<file path="src/rtl/if_stage.sv">
// Instruction fetch stage: single-outstanding request/grant/rvalid fetch FSM.
// It presents one captured instruction at a time to the IF/ID register.
module if_stage #(
    parameter logic [31:0] RESET_PC = 32'h0000_0000
) (
    input  logic        clk,
    input  logic        reset,
    input  logic        stop,
    input  logic        jump,
    input  logic [31:0] jump_addr,
    output logic        imem_req,
    output logic [31:0] imem_addr,
    input  logic        imem_gnt,
    input  logic        imem_rvalid,
    input  logic [31:0] imem_rdata,
    output logic [31:0] pc_o,
    output logic [31:0] pc4_o,
    output logic [31:0] inst_o,
    output logic        inst_valid
);

    typedef enum logic [1:0] {
        FETCH = 2'd0,
        WAIT  = 2'd1,
        DROP  = 2'd2,
        VALID = 2'd3
    } state_e;

    function automatic logic [31:0] align_word(input logic [31:0] addr);
        return addr & 32'hFFFF_FFFC;
    endfunction

    function automatic logic [31:0] next_word(input logic [31:0] addr);
        return addr + 32'd4;
    endfunction

    state_e      state_r;
    state_e      state_s;
    logic [31:0] pc_r;
    logic [31:0] pc_s;
    logic [31:0] pc4_r;
    logic [31:0] inst_r;
    logic [31:0] inst_s;
    logic        req_r;
    logic        valid_r;
    logic        accept_s;
    logic [31:0] tgt_s;

    // Next-state, next-PC and captured instruction; jump always beats stop.
    always_comb begin
        state_s  = state_r;
        pc_s     = pc_r;
        inst_s   = 32'h0000_0000;
        accept_s = req_r & imem_gnt;
        tgt_s    = align_word(jump_addr);
        case (state_r)
            FETCH: begin
                if (jump) begin
                    pc_s = tgt_s;
                    // An accepted request issued at the old PC is now stale.
                    if (accept_s) begin
                        state_s = DROP;
                    end else begin
                        state_s = FETCH;
                    end
                end else if (accept_s) begin
                    state_s = WAIT;
                end else begin
                    state_s = FETCH;
                end
            end
            WAIT: begin
                if (jump) begin
                    pc_s = tgt_s;
                    if (imem_rvalid) begin
                        state_s = FETCH;
                    end else begin
                        state_s = DROP;
                    end
                end else if (imem_rvalid) begin
                    inst_s  = imem_rdata;
                    state_s = VALID;
                end else begin
                    state_s = WAIT;
                end
            end
            DROP: begin
                if (jump) begin
                    pc_s = tgt_s;
                end else begin
                    pc_s = pc_r;
                end
                if (imem_rvalid) begin
                    state_s = FETCH;
                end else begin
                    state_s = DROP;
                end
            end
            VALID: begin
                if (jump) begin
                    pc_s    = tgt_s;
                    state_s = FETCH;
                end else if (stop) begin
                    inst_s  = inst_r;
                    state_s = VALID;
                end else begin
                    pc_s    = next_word(pc_r);
                    state_s = FETCH;
                end
            end
            default: begin
                state_s = FETCH;
                pc_s    = align_word(RESET_PC);
            end
        endcase
    end

    // State and all outputs are registered from the next-state values.
    always_ff @(posedge clk or negedge reset) begin
        if (!reset) begin
            state_r <= FETCH;
            pc_r    <= align_word(RESET_PC);
            pc4_r   <= next_word(align_word(RESET_PC));
            inst_r  <= 32'h0000_0000;
            req_r   <= 1'b0;
            valid_r <= 1'b0;
        end else begin
            state_r <= state_s;
            pc_r    <= pc_s;
            pc4_r   <= next_word(pc_s);
            inst_r  <= inst_s;
            req_r   <= (state_s == FETCH);
            valid_r <= (state_s == VALID);
        end
    end

    assign imem_req   = req_r;
    assign imem_addr  = pc_r;
    assign pc_o       = pc_r;
    assign pc4_o      = pc4_r;
    assign inst_o     = inst_r;
    assign inst_valid = valid_r;

endmodule
</file>
<file path="config.mk">
export PLATFORM = sky130hd
export DESIGN_NAME = if_stage
export DESIGN_NICKNAME = d
export VERILOG_FILES = /design/src/rtl/if_stage.sv
export SDC_FILE = /design/constraint.sdc
export NUM_CORES = 1
export LEC_CHECK = 0
export CELL_PAD_IN_SITES_DETAIL_PLACEMENT = 1
export CELL_PAD_IN_SITES_GLOBAL_PLACEMENT = 1
export CORE_MARGIN = 2
export CORE_UTILIZATION = 35
export DETAILED_ROUTE_END_ITERATION = 10
export PLACE_DENSITY_LB_ADDON = 0.2
export SYNTH_ARGS = -nofsm -noshare
export SYNTH_HDL_FRONTEND = slang
export SYNTH_SLANG_ARGS = --single-unit
</file>
<file path="constraint.sdc">
create_clock -name clk -period 8.8 [get_ports clk]
set_input_delay 1.32 -clock clk [delete_from_list [all_inputs] [get_ports clk]]
set_output_delay 1.32 -clock clk [all_outputs]
set_load 0.1 [all_outputs]
</file>
# Word-level counts from Yosys, hierarchy flattened
# Index checks and enable logic that the tools add are counted.
# word_totals
register_bits	100
inputBits	70
out_inout_bits	130
wordCells	35
# op_classes
addsub	2
eq_ne	5
muxes	18
n_bitwise	1
reduce_logical	3
# op_table
operator	count
two-way mux 32 bit	7
one-hot mux 32 bit (2 select lines)	2
adder 32 x 3 -> 32 bit, second input constant	2
two-way mux 2 bit	7
one-hot mux 2 bit (4 select lines)	1
equality test 2 bit, second input constant	3
logical NOT 2 bit	2
inequality test 3 bit, second input constant	1
OR reduction 3 bit	1
equality test 2 x 1 -> 1 bit, second input constant	1
bitwise AND 1 bit	1
two-way mux 1 bit	1

# Logic depth before layout (Yosys ltp)
# logic_depth
ltp_word	5
depth_mapped	13
depth_no_buf	9

# Least setup slack after synthesis
# OpenSTA, ideal clock, no wires.
# synth_timing
path_kind	input-to-reg
startpoint	input port jump
endpoint	register pc4_r[20] (netlist: pc4_o[20])
setup_time_ns	0.139
arrival_ns	4.082
required_time_ns	8.661
path_slack_ns	4.579
stages	13
path_buffers	5
cell_sequence	clkbuf_1 buf_1 buf_2 clkbuf_8 clkbuf_1 nand2_1 o21ai_0 ha_1 o311ai_0 or2_1 or3_4 nor4b_2 xnor2_1
# synth_via
elab_chain_cells	3
elab_cells_between_ends	4
classes_between	add/sub (1); mux (3)
# synth_rtl
element	line_no	text
start, declared	9	input logic jump,
two-way mux 32 bit (on tied branches)	-	
one-hot mux 32 bit (2 select lines) (*)	56	case (state_r)
net pc_s[2]	40	logic [31:0] pc_s;
adder 32 x 3 -> 32 bit (*)	34	return addr + 32'd4;
end signal, assigned	123	pc4_r <= next_word(align_word(RESET_PC));
end signal, assigned	130	pc4_r <= next_word(pc_s);
end, declared	41	logic [31:0] pc4_r;
# Mark *: on every way through the listed nets, which the timed path passes. The rest lies on a longest branch.
# A chain may end at the register's enable or synchronous reset.

# Worst setup path in the final report
# layout_timing
startpoint	input port stop
endpoint	register pc4_r[30] (netlist: pc4_o[30])
# layout_via
elab_chain_cells	4
# layout_rtl
element	line_no	text
start, declared	8	input logic stop,
two-way mux 32 bit	103	end else if (stop) begin
two-way mux 32 bit	100	if (jump) begin
one-hot mux 32 bit (2 select lines)	56	
adder 32 x 3 -> 32 bit	34	
# No other way between the ends.

==> metrics.md <==
| Metric | Value |
|---|---|
| YS warnings | `0` |
| Clock sinks | `98` |
| Top-Level Pins | `200` |
| Max-slew violations | `0` |
| PwrDens | `214 nW/um^2` |
| Drt first pass iters | `4` |
| Finish-stage setup viols | `0` |
| Chip Width | `124 um` |
| Synth Area per Inst | `10.7 um^2` |
| Hold WC Path Type | `register to register` |
| Yosys reg bits | `98` |
| Post-CTS Resized | `0` |
| Antenna violations before repair | `0` |
| Status | `completed` |
| Port bufs | `197` |
| Vias | `4302` |
| Period utilisation layout | `0.525` |
| Routability-driven placement congestion ratio | `0.841` |
| First-pass GRT wire length | `24400 um` |
| Multi-input gate area | `2170 um^2` |
| Vias per cell | `5.30` |
| Synth cell types | `67` |
| Crit path arrival time | `4890 ps` |
| Largest net degree at the start of global routing | `67` |
| DRT iter0 DRCs | `185` |
| Final #Nets | `700` |
| P_leak | `2.87 nW` |
| FILL cells | `1535` |
| Synthesized net count | `541` |
| Number of antenna diodes | `0` |
| Wirelength per Cell | `19.3 um` |
| Sequential share of the synthesized area | `0.488` |
| Final Cell Area | `7190 um^2` |
| CTS max path bufs | `2` |
| CP endpoint kind | `register` |
| Layout cell share with drive strength beyond 1 | `0.0761` |
| Max-Cap Viols | `0` |
| Tmin final | `4620 ps` |
| Slew HR | `0.191` |
| Hold buffer count at cts | `0` |
| Post-layout util | `0.514` |
| Area delta synth->final | `42.8%` |
| Crit path kind | `input port to register` |
| Reg-to-reg startpoint | `imem_addr[2]` |
| Core Area | `14000 um^2` |
| Min-delay src | `inst_o[7]` |
| Root buffer cell | `clkbuf_16` |
| Final hold vios | `0` |
| Async set-reset flop share out of synthesis | `1.00` |
| Crit-path slowest cell | `or3_1` |
| # rows | `43` |
| Post-route DRC | `0` |
| Die span in y | `124 um` |
| Die Footprint | `15400 um^2` |
| FF/Latch Area | `2450 um^2` |
| Clock Latency Late Sink | `340 ps` |
| Clock-pin slew on the worst setup and hold paths | `70 ps` |
| Hold Slack | `505 ps` |
| ANT nets after route | `0` |
| CTS H-tree depth | `3` |
| Post-synthesis cell count | `469` |
| Clock Skew | `9.13 ps` |
| Crit Path Max Fanout | `13` |
| Least-Margin Pin Slew | `1210 ps` |
| Postcts setup bufs | `0` |
| Main synth FF type | `dfrtp_1` |
| Crit path largest cell delay | `650 ps` |
| Worst vdd ir | `0.175 mV` |
| RSZ-0062 raised after global routing | `false` |
| CP Launch Type | `input port` |
| Post-DP HPWL | `11800 um` |
| Setup total negative slack | `0 ps` |
| Vias in the first global route | `4578` |
| Area of placed instances | `6910 um^2` |
| Max Fclk | `216 MHz` |
| GRT Util Overall | `0.207` |
| Crit-path cells | `clkdlybuf4s50_1 -> nand4b_2 -> or3_1 -> or4_1 -> a31o_1 -> nor4_2 -> nand4_1 -> nor3_2 -> xor2_1` |
| CTS Buf Count | `9` |
| Total power draw | `0.00154 W` |
| Worst Setup SP | `stop` |
| Total wire length | `15700 um` |
| Worst endpoint required time | `9070 ps` |
| Number of flops mapped to enable cells by yosys | `0` |
| Remaining global-route overflow | `0` |
| TritonCTS clock tree | `built` |
| Syn Std Cell Area | `5030 um^2` |
| Initial core utilization | `0.360` |
-- synthesized netlist by cell type, types with 9 or more instances --
| library cell | count | area, um^2 |
|---|---|---|
| nor3_1 | 13 | 65.1 |
| buf_4 | 34 | 255 |
| inv_1 | 16 | 60.1 |
| clkbuf_1 | 12 | 45.0 |
| or4_1 | 9 | 67.6 |
| nor4_1 | 9 | 56.3 |
| o21ai_0 | 11 | 55.1 |
| xor2_1 | 18 | 158 |
| a22o_1 | 32 | 280 |
| xnor2_1 | 19 | 166 |
| o31ai_1 | 15 | 113 |
| nand4_1 | 12 | 75.1 |
| nand2_1 | 32 | 120 |
| dfrtp_1 | 97 | 2430 |
| nor2_1 | 22 | 82.6 |
| nand3_1 | 15 | 75.1 |
-- power breakdown --
group	total [W]	switching [W]	internal (W)	leakage [nW]
Sequential	0.000534	0.0000442	0.000490	1.21
Clock	0.000377	0.000162	0.000216	0.138
Combinational	0.000630	0.000479	0.000150	1.52
-- cell usage in the layout, fill, tap and decap left out, types with 4 or more instances in the layout --
| master | count |
|---|---|
| a22o_1 | 32 |
| a31oi_1 | 4 |
| a31oi_2 | 5 |
| and2_1 | 4 |
| and3_1 | 4 |
| and4_1 | 6 |
| buf_4 | 5 |
| clkbuf_16 | 9 |
| clkdlybuf4s50_1 | 196 |
| dfrtp_1 | 97 |
| inv_1 | 16 |
| nand2_1 | 32 |
| nand2b_1 | 8 |
| nand3_1 | 15 |
| nand4_1 | 12 |
| nor2_1 | 22 |
| nor2b_1 | 5 |
| nor3_1 | 12 |
| nor4_1 | 9 |
| o21ai_0 | 11 |
| o31ai_1 | 15 |
| or2_1 | 4 |
| or4_1 | 9 |
| xnor2_1 | 19 |
| xor2_1 | 18 |
-- critical path, delay by kind of cell --
kind / cells / cell delay (ps)
AND/OR/NAND/NOR: 6 / 2580
buffers and inverters: 1 / 500
AO/OA/AOI/OAI: 1 / 290
XOR/XNOR: 1 / 180
-- final cells by class --
class | instances | area share
Clock inverter | 4 | 0.00627
Clock buffer | 10 | 0.0319
Timing Repair Buffer | 201 | 0.278
Multi-Input combinational cell | 302 | 0.303
Sequential cell | 98 | 0.341
Inverter | 16 | 0.00836
Tap cell | 180 | 0.0313
-- flip-flops by register name (all words and copies together), names as in the netlist --
register and count:
pc4_o 32, inst_o 32, imem_req 1, imem_addr 30
inst_valid 1, state_r 2
-- cells by family (layout without fill, tap and decap cells) --
group	after synthesis	in the layout	share of synthesized area
compound gates	91	91	0.149
xor+xnor	37	37	0.0644
fa+ha+maj	2	2	0.00497
buf+inv	69	231	0.0813
flops	98	98	0.488
mux	4	4	0.00820
simple gates	168	168	0.204
-- per-layer routing --
metal  track usage  routed length [um]  vias to the layer above  part of all wire
met3        0.0582                1310                       26             0.084
met1         0.263                6680                     2120              0.43
met5             0                   0                        -                 0
met4        0.0829                 406                        0             0.026
met2         0.334                7290                      154              0.46
li1              -                   -                     2002                 -
-- worst paths after layout --
kind | to | slack [ps] | cells past startpoint
max | pc4_o[30] | 4180 | 9
min | inst_o[7] | 510 | 1
max reg2reg | pc4_o[30] | 5050 | 9
min reg2reg | inst_o[7] | 510 | 1
max in group asynchronous | inst_o[22] | 6660 | 2
min in group asynchronous | pc4_o[25] | 910 | 1
-- stage by stage --
step                cells  worst slack, ps
CTS                   811             4250
detailed placement    797             3880
finish                811             4180
global placement      797             3950
global route          811             3930
floorplan             469             4580
Power figures use the tool's default switching activity.
